`src/rtl/ghost_sprite_display_if.sv`:
```
// Pixel-path bundle for one ghost renderer: scan position, ghost centre, game events and RGB result.
interface ghost_sprite_display_if;
  logic [9:0] x;
  logic [8:0] y;
  logic [9:0] xGhost;
  logic [8:0] yGhost;
  logic       e_fright;
  logic       e_eaten;
  logic       e_home;
  logic       m_hold;
  logic [7:0] r;
  logic [7:0] g;
  logic [7:0] b;

  modport master (
    output x, y, xGhost, yGhost, e_fright, e_eaten, e_home, m_hold,
    input  r, g, b
  );

  modport slave (
    input  x, y, xGhost, yGhost, e_fright, e_eaten, e_home, m_hold,
    output r, g, b
  );
endinterface

```
`src/rtl/ghost_sprite_display.sv`:
```
// Square ghost sprite renderer with per-frame position latch, fright/warn/eaten modes and registered RGB.
module ghost_sprite_display #(
  parameter int unsigned HALF          = 1,
  parameter logic [7:0]  RED           = 8'd255,
  parameter logic [7:0]  GRN           = 8'd0,
  parameter logic [7:0]  BLUE          = 8'd0,
  parameter int unsigned FRIGHT_FRAMES = 360,
  parameter int unsigned WARN_FRAMES   = 120,
  parameter int unsigned BLINK_FRAMES  = 15
) (
  input  logic                   clk,
  input  logic                   reset,
  ghost_sprite_display_if.slave  bus
);

  localparam int unsigned CW  = $clog2(FRIGHT_FRAMES + 1);
  localparam int unsigned BW  = $clog2(BLINK_FRAMES + 1);
  localparam logic [10:0] H11 = 11'(HALF);

  typedef enum logic [1:0] {ST_NORMAL, ST_FRIGHT, ST_WARN, ST_EATEN} state_e;

  state_e        state_q, state_d;
  logic [CW-1:0] cnt_q, cnt_d;
  logic [BW-1:0] blink_q, blink_d;
  logic          phase_q, phase_d;
  logic          origin_prev_q, origin_prev_d;
  logic          pos_valid_q, pos_valid_d;
  logic [9:0]    xl_q, xl_d;
  logic [8:0]    yl_q, yl_d;
  logic [7:0]    r_q, r_d, g_q, g_d, b_q, b_d;

  logic          origin, tick;
  logic [CW-1:0] cnt_dec;
  logic [BW-1:0] blink_inc;
  logic [10:0]   xs, ys, xl11, yl11;
  logic          body, eye;
  logic [23:0]   colour;

  always_comb begin
    origin        = (bus.x == '0) && (bus.y == '0);
    tick          = origin && !origin_prev_q;
    origin_prev_d = origin;

    xl_d        = xl_q;
    yl_d        = yl_q;
    pos_valid_d = pos_valid_q;
    if (tick) begin
      xl_d        = bus.xGhost;
      yl_d        = bus.yGhost;
      pos_valid_d = 1'b1;
    end

    state_d   = state_q;
    cnt_d     = cnt_q;
    blink_d   = blink_q;
    phase_d   = phase_q;
    cnt_dec   = cnt_q - CW'(1);
    blink_inc = blink_q + BW'(1);

    // Events pre-empt the frame-tick countdown; eaten outranks a simultaneous fright restart.
    if (bus.e_eaten && (state_q == ST_FRIGHT || state_q == ST_WARN)) begin
      state_d = ST_EATEN;
    end else if (bus.e_fright && state_q != ST_EATEN) begin
      state_d = ST_FRIGHT;
      cnt_d   = CW'(FRIGHT_FRAMES);
      blink_d = '0;
      phase_d = 1'b0;
    end else if (bus.e_home && state_q == ST_EATEN) begin
      state_d = ST_NORMAL;
      cnt_d   = '0;
    end else if (tick && !bus.m_hold && (state_q == ST_FRIGHT || state_q == ST_WARN)) begin
      cnt_d = cnt_dec;
      if (cnt_dec == '0) begin
        state_d = ST_NORMAL;
        blink_d = '0;
        phase_d = 1'b0;
      end else if (state_q == ST_FRIGHT && cnt_dec == CW'(WARN_FRAMES)) begin
        state_d = ST_WARN;
        blink_d = '0;
        phase_d = 1'b0;
      end else if (state_q == ST_WARN) begin
        if (blink_inc == BW'(BLINK_FRAMES)) begin
          blink_d = '0;
          phase_d = !phase_q;
        end else begin
          blink_d = blink_inc;
        end
      end
    end

    // 11-bit unsigned compare keeps the sprite from wrapping across screen edges.
    xs   = {1'b0, bus.x};
    ys   = {2'b00, bus.y};
    xl11 = {1'b0, xl_q};
    yl11 = {2'b00, yl_q};
    body = (xs + H11 >= xl11) && (xs <= xl11 + H11) &&
           (ys + H11 >= yl11) && (ys <= yl11 + H11);
    eye  = (ys + H11 == yl11) && ((xs + H11 == xl11) || (xs == xl11 + H11));

    colour = '0;
    unique case (state_q)
      ST_NORMAL: if (body) colour = {RED, GRN, BLUE};
      ST_FRIGHT: if (body) colour = 24'h0000FF;
      ST_WARN:   if (body) colour = phase_q ? 24'hFFFFFF : 24'h0000FF;
      ST_EATEN:  if (eye)  colour = 24'hFFFFFF;
      default:   colour = '0;
    endcase
    if (!pos_valid_q) colour = '0;
    {r_d, g_d, b_d} = colour;
  end

  always_ff @(posedge clk) begin
    if (reset) begin
      state_q       <= ST_NORMAL;
      cnt_q         <= '0;
      blink_q       <= '0;
      phase_q       <= 1'b0;
      origin_prev_q <= 1'b0;
      pos_valid_q   <= 1'b0;
      xl_q          <= '0;
      yl_q          <= '0;
      r_q           <= '0;
      g_q           <= '0;
      b_q           <= '0;
    end else begin
      state_q       <= state_d;
      cnt_q         <= cnt_d;
      blink_q       <= blink_d;
      phase_q       <= phase_d;
      origin_prev_q <= origin_prev_d;
      pos_valid_q   <= pos_valid_d;
      xl_q          <= xl_d;
      yl_q          <= yl_d;
      r_q           <= r_d;
      g_q           <= g_d;
      b_q           <= b_d;
    end
  end

  assign bus.r = r_q;
  assign bus.g = g_q;
  assign bus.b = b_q;

endmodule

```
`src/flat_wrapper.sv`:
```
// flat-port wrapper written by rule: the top's interface ports become plain ports
module ghost_sprite_display_flat 
#(
  parameter int unsigned HALF          = 1,
  parameter logic [7:0]  RED           = 8'd255,
  parameter logic [7:0]  GRN           = 8'd0,
  parameter logic [7:0]  BLUE          = 8'd0,
  parameter int unsigned FRIGHT_FRAMES = 360,
  parameter int unsigned WARN_FRAMES   = 120,
  parameter int unsigned BLINK_FRAMES  = 15
)
  (clk, reset, bus_x, bus_y, bus_xGhost, bus_yGhost, bus_e_fright, bus_e_eaten, bus_e_home, bus_m_hold, bus_r, bus_g, bus_b);
  ghost_sprite_display_if bus_i ();
  input  logic clk;
  input  logic reset;
  input wire logic [$bits(bus_i.x)-1:0] bus_x;
  input wire logic [$bits(bus_i.y)-1:0] bus_y;
  input wire logic [$bits(bus_i.xGhost)-1:0] bus_xGhost;
  input wire logic [$bits(bus_i.yGhost)-1:0] bus_yGhost;
  input wire logic [$bits(bus_i.e_fright)-1:0] bus_e_fright;
  input wire logic [$bits(bus_i.e_eaten)-1:0] bus_e_eaten;
  input wire logic [$bits(bus_i.e_home)-1:0] bus_e_home;
  input wire logic [$bits(bus_i.m_hold)-1:0] bus_m_hold;
  output wire logic [$bits(bus_i.r)-1:0] bus_r;
  output wire logic [$bits(bus_i.g)-1:0] bus_g;
  output wire logic [$bits(bus_i.b)-1:0] bus_b;
  assign bus_i.x = bus_x;
  assign bus_i.y = bus_y;
  assign bus_i.xGhost = bus_xGhost;
  assign bus_i.yGhost = bus_yGhost;
  assign bus_i.e_fright = bus_e_fright;
  assign bus_i.e_eaten = bus_e_eaten;
  assign bus_i.e_home = bus_e_home;
  assign bus_i.m_hold = bus_m_hold;
  assign bus_r = bus_i.r;
  assign bus_g = bus_i.g;
  assign bus_b = bus_i.b;
  ghost_sprite_display #(.HALF(HALF), .RED(RED), .GRN(GRN), .BLUE(BLUE), .FRIGHT_FRAMES(FRIGHT_FRAMES), .WARN_FRAMES(WARN_FRAMES), .BLINK_FRAMES(BLINK_FRAMES)) u_core (.clk(clk), .reset(reset), .bus(bus_i));
endmodule
```
`config.mk`:
```
export PLATFORM = sky130hd
export DESIGN_NAME = ghost_sprite_display_flat
export DESIGN_NICKNAME = d
export VERILOG_FILES = /design/src/rtl/ghost_sprite_display_if.sv /design/src/rtl/ghost_sprite_display.sv /design/src/flat_wrapper.sv
export SDC_FILE = /design/constraint.sdc
export NUM_CORES = 1
export LEC_CHECK = 0
export CAP_MARGIN = 10
export CORE_ASPECT_RATIO = 1.1
export CORE_UTILIZATION = 39
export CTS_CLUSTER_SIZE = 8
export DETAILED_ROUTE_END_ITERATION = 10
export PLACE_DENSITY = 0.65
export SLEW_MARGIN = 25
export SYNTH_ARGS = -nofsm -noshare
export SYNTH_HDL_FRONTEND = slang
export SYNTH_SLANG_ARGS = --single-unit
```
`constraint.sdc`:
```
create_clock -name clk -period 2.7 [get_ports clk]
set_input_delay 0.405 -clock clk [delete_from_list [all_inputs] [get_ports clk]]
set_output_delay 0.405 -clock clk [all_outputs]
set_load 0.05 [all_outputs]
```
# Word-level counts from Yosys, hierarchy flattened
# Cells that the tools add are included.
dict set report classes {
  add_sub_neg 6
  mul 0
  div 0
  magnitude_cmp 4
  eq_ne 10
  shifts 0
  muxes 29
  n_bitwise 2
  n_reduce_logical 32
}
# op count
set ops {}
lappend ops {{two-way mux 24 bit} 4}
lappend ops {{case mux 24 bit (4 select lines)} 1}
lappend ops {{two-way mux 4 bit} 7}
lappend ops {{two-way mux 9 bit} 3}
lappend ops {{adder 10 x 1 -> 11 bit (second input constant)} 2}
lappend ops {{adder 9 x 1 -> 10 bit (second input constant)} 2}
lappend ops {{zero test 9 bit} 2}
lappend ops {{logical AND 1 bit} 12}
lappend ops {{two-way mux 2 bit} 6}
lappend ops {{nonzero test 4 bit} 3}
lappend ops {{equality test 10 x 11 -> 1 bit} 1}
lappend ops {{equality test 11 x 10 -> 1 bit} 1}
lappend ops {{equality test 11 x 9 -> 1 bit} 1}
lappend ops {{>= comparator 11 x 10 -> 1 bit} 1}
lappend ops {{>= comparator 11 x 9 -> 1 bit} 1}
lappend ops {{less-or-equal comparator 10 x 11 -> 1 bit} 1}
lappend ops {{less-or-equal comparator 9 x 11 -> 1 bit} 1}
lappend ops {{zero test 10 bit} 1}
lappend ops {{equality test 9 x 7 -> 1 bit (second input constant)} 1}
lappend ops {{subtractor 9 x 1 -> 9 bit (second input constant)} 1}
lappend ops {{two-way mux 8 bit} 1}
lappend ops {{two-way mux 1 bit} 7}
lappend ops {{AND reduction 5 bit} 1}
lappend ops {{nonzero test 5 bit} 1}
lappend ops {{15 further kinds} 21}
dict set report totals {
  register_bits 61
  latchBits 0
  mem_bits_rw 0
  mem_bits_ro 0
  inputBits 44
  out_inout_bits 24
  n_memories 0
}

# Depth between registers and ports, before layout
# Gate-level depths: netlist (run 1).
dict set report depth {
  depth_word 9
  mapped_depth 13
  ltp_nobuf 13
}

# Least setup slack after synthesis (run 1)
# OpenSTA, ideal clock, no wires.
dict set report synth_timing {
  path_kind {reg-to-reg}
  start {register u_core.cnt_q[0]}
  end {register u_core.blink_q[1]}
  setup_ns 0.071
  t_arrival_ns 2.525
  slack_ns 0.104
  path_stages_with_launch 12
  path_cell_list {dfxtp_1 > inv_1 > ha_1 > clkbuf_1 > o21ai_0 > or3_1 > nor3_1 > o311ai_1 > nor4b_2 > nor2_1 > or4_1 > a21oi_1}
}
dict set report synth_between {
  elab_chain_cells 8
  elab_cells_between_ends 11
  classes_between {add/sub (1); eq/ne (1); mux (5); reduce/logical (4)}
}
# element line
set synth_lines {}
lappend synth_lines {{from (decl)} ghost_sprite_display.sv:23} ;# logic [CW-1:0] cnt_q, cnt_d;
lappend synth_lines {{from (signal assigned)} ghost_sprite_display.sv:127} ;# cnt_q <= cnt_d;
lappend synth_lines {{subtractor 9 x 1 -> 9 bit (*)} ghost_sprite_display.sv:57} ;# cnt_dec = cnt_q - CW'(1);
lappend synth_lines {{equality test 9 x 7 -> 1 bit} ghost_sprite_display.sv:77} ;# end else if (state_q == ST_FRIGHT && cnt_dec == CW'(WARN_FRAMES)) begin
lappend synth_lines {{logical AND 1 bit} ghost_sprite_display.sv:77}
lappend synth_lines {{two-way mux 4 bit} ghost_sprite_display.sv:77}
lappend synth_lines {{two-way mux 4 bit} ghost_sprite_display.sv:73} ;# if (cnt_dec == '0) begin
lappend synth_lines {{two-way mux 4 bit} ghost_sprite_display.sv:71} ;# end else if (tick && !bus.m_hold && (state_q == ST_FRIGHT || state_q == ST_WARN)) begin
lappend synth_lines {{two-way mux 4 bit} ghost_sprite_display.sv:68} ;# end else if (bus.e_home && state_q == ST_EATEN) begin
lappend synth_lines {{two-way mux 4 bit} ghost_sprite_display.sv:63} ;# end else if (bus.e_fright && state_q != ST_EATEN) begin
lappend synth_lines {{to (signal assigned)} ghost_sprite_display.sv:128} ;# blink_q <= blink_d;
lappend synth_lines {{to (decl)} ghost_sprite_display.sv:24} ;# logic [BW-1:0] blink_q, blink_d;
# Every way passes the cells marked *; elsewhere a longest branch is shown, timed or not. The select of a mux whose other input is x is not followed.
# A chain may end at the register's enable or synchronous reset.

# Worst setup path in the final report (run 1)
dict set report layout_timing {
  start {register u_core.yl_q[4]}
  end {register u_core.b_q[6] (netlist: u_core.bus.b[6])}
}
dict set report layout_between {
  elab_chain_cells 5
  elab_cells_between_ends 11
  classes_between {add/sub (1); order compare (2); eq/ne (1); mux (4); reduce/logical (3)}
}
# element line
set layout_lines {}
lappend layout_lines {{from (decl)} ghost_sprite_display.sv:29} ;# logic [8:0] yl_q, yl_d;
lappend layout_lines {{from (signal assigned)} ghost_sprite_display.sv:133} ;# yl_q <= yl_d;
lappend layout_lines {{adder 9 x 1 -> 10 bit / >= comparator 11 x 9 -> 1 bit (equally long branches)} ghost_sprite_display.sv:97} ;# (ys + H11 >= yl11) && (ys <= yl11 + H11);
lappend layout_lines {{less-or-equal comparator 9 x 11 -> 1 bit / logical AND 1 bit (equally long branches)} {ghost_sprite_display.sv:97, ghost_sprite_display.sv:96}}
lappend layout_lines {{logical AND 1 bit} ghost_sprite_display.sv:97}
lappend layout_lines {{two-way mux 24 bit / two-way mux 8 bit (equally long branches)} {ghost_sprite_display.sv:104, ghost_sprite_display.sv:103}}
lappend layout_lines {{case mux 24 bit (4 select lines) (*)} ghost_sprite_display.sv:101} ;# unique case (state_q)
lappend layout_lines {{to (signal assigned)} ghost_sprite_display.sv:124} ;# b_q <= '0;
lappend layout_lines {{to (signal assigned)} ghost_sprite_display.sv:136} ;# b_q <= b_d;
lappend layout_lines {{to (decl)} ghost_sprite_display.sv:30} ;# logic [7:0] r_q, r_d, g_q, g_d, b_q, b_d;
# Every way passes the cells marked *; elsewhere a longest branch is shown, timed or not.

==> results of run 1 <==
## layer usage
layer	GRT usage, %	wire (um)	vias up
met5	0	0	-
met4	6.18	251	0
met3	3.32	445	22
met2	37.2	5160	93
met1	28.9	5070	1848
li1	-	-	1989
## flip-flops by register name, summed over array words and instances (netlist names)
signal                flops
u_core.xl_q              10
u_core.cnt_q              9
u_core.yl_q               9
u_core.blink_q            4
u_core.state_q            2
u_core.bus.b              1
u_core.bus.g              1
u_core.bus.r              1
u_core.origin_prev_q      1
u_core.phase_q            1
u_core.pos_valid_q        1
## synthesized netlist by cell type, drive strengths merged, types with 9 or more instances
| cell | count | area share [%] |
|---|---|---|
| xnor2 | 29 | 6.7 |
| nand3 | 36 | 4.7 |
| o21ai | 20 | 2.6 |
| clkbuf | 14 | 1.4 |
| nand2 | 64 | 6.3 |
| nor2 | 33 | 3.3 |
| nor3 | 11 | 1.4 |
| inv | 39 | 3.8 |
| a21oi | 41 | 5.4 |
| and3 | 9 | 1.5 |
| dfxtp | 40 | 21 |
| ha | 52 | 17 |
| buf | 22 | 4.4 |
| nand4 | 9 | 1.5 |
## through the flow
step                      cells  hold slack [ns]  cell area, um^2  setup slack (ns)  power (W)
after floorplan             511            0.432             3810             0.104   0.000849
after global placement      722            0.445             4880            -0.379    0.00103
after detailed placement    722            0.459             4880            -0.392    0.00104
after CTS                   730            0.469             5010            0.0162    0.00156
after global routing        732            0.490             5230           -0.0709    0.00166
final                       732            0.465             5230             0.135    0.00158
## area by class of cell
| cell class | count | area, um^2 |
|---|---|---|
| fillers | 917 | 4220 |
| multi-input cells | 396 | 2830 |
| flip-flops and latches | 40 | 805 |
| inverters | 39 | 146 |
| repair buffers | 132 | 1180 |
| clock inverters | 3 | 46.3 |
| clock buffers | 5 | 68.8 |
| well taps | 117 | 146 |
## critical path, delay by kind of cell, from the launching register on
family                     cells  cell delay [ns]
xor gates and xnor gates       1             0.15
and+or+nand+nor                5             0.70
DFF                            1             0.36
adders and majority gates      1             0.32
AOI/OAI and AO/OA              6             0.97
## cells by family (layout without fill, tap and decap cells)
group,count (synthesis),in the layout,share of synthesized area (%)
AND/OR/NAND/NOR,203,203,26.8
XOR/XNOR,36,36,8.28
buffers and inverters,75,179,9.66
adder cells (fa/ha/maj),52,52,17.1
AO/OA/AOI/OAI,105,105,17.2
flip-flops,40,40,21.0
## final timing paths
check                                    start               to  slack (ns)  cells past startpoint
worst max register to register  u_core.yl_q[4]  u_core.bus.b[6]        0.14                     13
worst min-delay path            u_core.xl_q[9]   u_core.xl_q[9]        0.46                      2
worst min register to register  u_core.xl_q[9]   u_core.xl_q[9]        0.46                      2
worst max-delay path            u_core.yl_q[4]  u_core.bus.b[6]        0.14                     13
## report_power, final
| group | switching (W) | leakage (nW) | total, W | internal [W] |
|---|---|---|---|---|
| clock network | 0.000246 | 0.0548 | 0.000525 | 0.000279 |
| registers | 0.0000149 | 0.325 | 0.000616 | 0.000601 |
| logic | 0.000216 | 1.67 | 0.000442 | 0.000226 |
## what timing repair did
action	4_1_cts	5_1_grt
pin swaps	0	17
cloned	0	0
endpoints found under the setup margin	9	14
setup buffers	0	2
hold endpoints to repair	0	0
resized for setup	3	48
==> results.py, run 1 <==
metrics = {
    "final_layout": {
        "postLayoutCoreUtil_pct": 55.4,
        "finalNetCount": 710,
        "final_common_cell": "nand2_1",
        "antenna_cells": 0,
        "drive_above_1_share_pct": 18.0,
        "area_growth_pct": 37.3,
        "layout_common_cells": "64 x nand2_1, 62 x buf_4, 61 x clkdlybuf4s50_1, 49 x ha_1, 40 x a21oi_1",
    },
    "synth": {
        "synthDistinctLibCells": 53,
        "syn_area_mm2": 0.00381,
        "netlist_instances": 511,
        "avgSynthCellArea_um2": 7.45,
        "ys.flop_type": "dfxtp_1",
        "synth_edf_count": 0,
        "synth_seq_cells": 40,
        "yosysWarnings": 0,
        "synth_fp_nets": 607,
        "synth-seq-area-share_pct": 21.0,
        "synthArstFlopShare_pct": 0,
    },
    "power_and_ir_drop": {
        "vdd_drop_max_mv": 0.199,
        "powerDensity_mw_per_mm2": 303,
        "leakage_nw": 2.05,
    },
    "timing": {
        "clock_skew_ns": 0.0134,
        "finalSetupTns_ns": 0,
        "grt_setup_unrepaired": "yes",
        "tightest_slew_ns": 0.768,
        "final_hold_viol_count": 0,
        "max_freq_ghz": 0.390,
        "max_slew_margin_pct": 48.1,
        "slew_viol_final": 0,
        "setup_viol": 0,
        "fin_crit_ns": 2.56,
        "fin_crit_sh_pct": 95.0,
    },
    "routing": {
        "drcViolationCount": 0,
        "viasPerCell": 5.40,
        "drt_iter0_drc": 196,
        "antenna_left": 0,
        "via_count": 3952,
        "wl_mm": 10.9,
        "wl_per_cell_um": 14.9,
        "drtPass1Iterations": 4,
    },
    "grt": {
        "grt_max_degree": 24,
        "antenna_found_initial": 0,
        "track_usage_pct": 22.1,
        "grt_first_pass_wirelength_mm": 17.8,
        "grt_pass1_vias": 3884,
        "grt-ovfl-total": 0,
    },
    "placed_design": {
        "dp_hpwl_mm": 8.71,
        "port_buffers": 67,
        "gp_congestion": 0.926,
    },
    "clock_network": {
        "cts_hold_buffers": 0,
        "clockRootBuffer": "clkbuf_8",
        "cts_sinks": 40,
        "cts_made_buffers": 5,
        "insertion_delay_ns": 0.31,
        "clk_path_buf_depth": 2,
        "h-tree-depth": 2,
        "cts_tree": "done",
        "path_clk_slew_ns": 0.08,
    },
    "worst_setup_path": {
        "path_cells": "and3_4, and3_1, nand3_1, xnor2_1, ha_1, a2111o_1, nor2_1, a221oi_1, o31ai_1, a21oi_2, a31oi_4, o2111ai_2, nand2_1",
        "cp.arrival_ns": 2.81,
        "cp_slowest_cell": "a2111o_1",
        "critical_path_class": "register to register",
        "critPathCaptureType": "register",
        "crit_fanout": 3,
        "critPathLaunchType": "register",
        "required_ns": 2.94,
        "cpPeakStageDelay_ns": 0.40,
    },
    "floorplan": {
        "rows": 37,
        "initial_utilization_pct": 40.3,
        "die_x_um": 96.2,
        "io_pins": 68,
        "coreArea_mm2": 0.00944,
        "die-area_mm2": 0.0102,
        "die_h_um": 106,
    },
    "outcome": {
        "status": "completed",
    },
    "worst_hold_path": {
        "hold_class": "register to register",
    },
    "job": {
        "maxCapViolCount": 0,
    },
}
Power figures use the tool's default switching activity.
==> run 2: changes to the inputs <==
- CORE_MARGIN: default -> 5
==> run 2 against run 1 <==
  * Clock power is essentially flat
  * Non-clock buffer count grew 6
  * Setup slack lost 0.021 ns
  * Sequential share of layout area shrank 0.12 points
  * Sequential power is essentially flat
  * Critical path depth grew 1
  * Utilization grew 0.45 points
  * Flip-flop and latch count is the same
  * Combinational power is essentially flat
  * Hold slack gained 0.0021 ns
  * Largest cell class unchanged
  * Largest power group unchanged
  * Highest routed layer unchanged
==> results.py, run 2 (synthesized netlist as in run 1, its figures left out) <==
metrics = {
    "outcome": {
        "status": "completed",
    },
    "worst_setup_path": {
        "critical_path_class": "register to register",
        "critPathCaptureType": "register",
        "critPathLaunchType": "register",
        "cp.arrival_ns": 2.77,
        "crit_fanout": 3,
        "required_ns": 2.88,
    },
    "routing": {
        "wl_per_cell_um": 15.1,
        "wl_mm": 11.1,
        "drtPass1Iterations": 4,
        "drt_iter0_drc": 168,
        "via_count": 3885,
        "viasPerCell": 5.26,
        "antenna_left": 0,
        "drcViolationCount": 0,
    },
    "final_layout": {
        "layout_common_cells": "70 x buf_4, 64 x nand2_1, 61 x clkdlybuf4s50_1, 48 x ha_1, 40 x a21oi_1",
        "drive_above_1_share_pct": 20.0,
        "seq_area_um2": 805,
        "antenna_cells": 0,
        "nFillCells": 899,
        "reg.largest.list": "u_core.xl_q (10), u_core.cnt_q (9), u_core.yl_q (9)",
        "postLayoutCoreUtil_pct": 55.8,
        "largest_register_ffs": 10,
        "multiInputGateArea_mm2": 0.00284,
        "regMostFlops": "u_core.xl_q",
        "final_common_cell": "buf_4",
        "finalNetCount": 716,
        "area_growth_pct": 38.4,
    },
    "placed_design": {
        "gp_congestion": 0.944,
        "dp_hpwl_mm": 9.03,
        "port_buffers": 67,
    },
    "floorplan": {
        "rows": 37,
        "coreArea_mm2": 0.00944,
        "io_pins": 68,
        "die_h_um": 114,
        "die_x_um": 104,
        "initial_utilization_pct": 40.3,
        "die-area_mm2": 0.0118,
    },
    "grt": {
        "grt-ovfl-total": 0,
        "antenna_found_initial": 0,
        "track_usage_pct": 18.1,
        "grt_pass1_vias": 3771,
        "grt_max_degree": 20,
        "grt_first_pass_wirelength_mm": 18.1,
    },
    "clock_network": {
        "cts_made_buffers": 5,
        "h-tree-depth": 2,
        "cts_sinks": 40,
        "insertion_delay_ns": 0.30,
        "clk_path_buf_depth": 2,
        "cts_hold_buffers": 0,
        "path_clk_slew_ns": 0.10,
        "cts_tree": "done",
        "clockRootBuffer": "clkbuf_8",
    },
    "power_and_ir_drop": {
        "totalPowerFinal_w": 0.00158,
        "vdd_drop_max_mv": 0.295,
        "leakage_nw": 2.08,
        "powerDensity_mw_per_mm2": 300,
    },
    "timing": {
        "setup_viol": 0,
        "clock_skew_ns": 0.0120,
        "max_freq_ghz": 0.387,
        "grt_setup_unrepaired": "yes",
        "final_hold_viol_count": 0,
        "max_slew_margin_pct": 55.8,
        "slew_viol_final": 0,
        "tightest_slew_ns": 0.655,
        "fin_crit_sh_pct": 95.8,
        "fin_crit_ns": 2.59,
    },
    "job": {
        "maxCapViolCount": 0,
    },
    "worst_hold_path": {
        "hold_class": "register to register",
    },
}
[run 2: changes by cell type in the layout (fill, tap and decap cells not counted), moves of 2 or more]
| cell | delta |
|---|---|
| o21ai_1 | -2 |
| nor4_2 | +2 |
| inv_2 | +2 |
| buf_6 | -2 |
| buf_4 | +8 |
| nor4_1 | -2 |
| nor3_2 | +2 |
| nor3_1 | -2 |
| inv_1 | -2 |
| ha_2 | +2 |
[run 2: worst max-delay path, stage by stage (launching register included)]
cell	delay [ns]
dfxtp_2	0.38
buf_4	0.12
inv_1	0.06
nor3_2	0.18
buf_4	0.15
nand3_1	0.14
xnor2_2	0.17
ha_1	0.30
and3_1	0.22
a41oi_2	0.22
nand3_1	0.11
o21ai_2	0.15
a31oi_2	0.07
nand3_1	0.12
nand2_1	0.08
[run 2: final cells by class]
| type | count | share of cell area (%) |
|---|---|---|
| multi-input cells | 396 | 53.9 |
| flip-flops and latches | 40 | 15.3 |
| clock buffers | 5 | 1.31 |
| inverters | 39 | 2.78 |
| clock inverters | 3 | 0.878 |
| well taps | 117 | 2.78 |
| repair buffers | 138 | 23.1 |
[run 2: what timing repair did]
action / in CTS / in global routing
setup endpoints to repair: 12 / 13
gates cloned: 0 / 0
gates resized for setup: 8 / 46
pin swaps: 6 / 16
setup buffers: 1 / 0
[run 2: final timing paths]
check                 startpoint         endpoint  slack, ns  depth (start not counted)
hold / removal    u_core.yl_q[8]   u_core.yl_q[8]       0.47                          2
hold reg to reg   u_core.yl_q[8]   u_core.yl_q[8]       0.47                          2
setup reg to reg  u_core.xl_q[1]  u_core.bus.r[6]       0.11                         14
setup / recovery  u_core.xl_q[1]  u_core.bus.r[6]       0.11                         14
[run 2: power breakdown]
| part | leakage, nW | switching [W] | total, W | internal, W |
|---|---|---|---|---|
| combinational | 1.70 | 0.000215 | 0.000443 | 0.000228 |
| sequential | 0.325 | 0.0000153 | 0.000617 | 0.000601 |
| clock | 0.0548 | 0.000246 | 0.000525 | 0.000279 |
| total | 2.08 | 0.000476 | 0.00158 | 0.00111 |
[run 2: metrics by stage]
| step | instances | instance area (um^2) | worst slack, ns | setup TNS, ns | hold slack, ns |
|---|---|---|---|---|---|
| 2_1_floorplan | 511 | 3810 | 0.104 | 0 | 0.432 |
| 3_3_place_gp | 730 | 4940 | -0.411 | -4.69 | 0.441 |
| 3_5_place_dp | 730 | 4940 | -0.523 | -6.99 | 0.460 |
| 4_1_cts | 738 | 5100 | 0.00975 | 0 | 0.473 |
| 5_1_grt | 738 | 5270 | -0.00364 | -0.00364 | 0.500 |
| 6_report | 738 | 5270 | 0.114 | 0 | 0.467 |
[run 2: metal layers]
layer / track usage (%) / share of wire [%] / vias to the layer above
met5: 0 / 0 / -
li1: - / - / 1996
met1: 24.5 / 48 / 1792
met2: 31.0 / 47 / 90
met4: 3.37 / 0.83 / 0
met3: 2.49 / 4.3 / 7
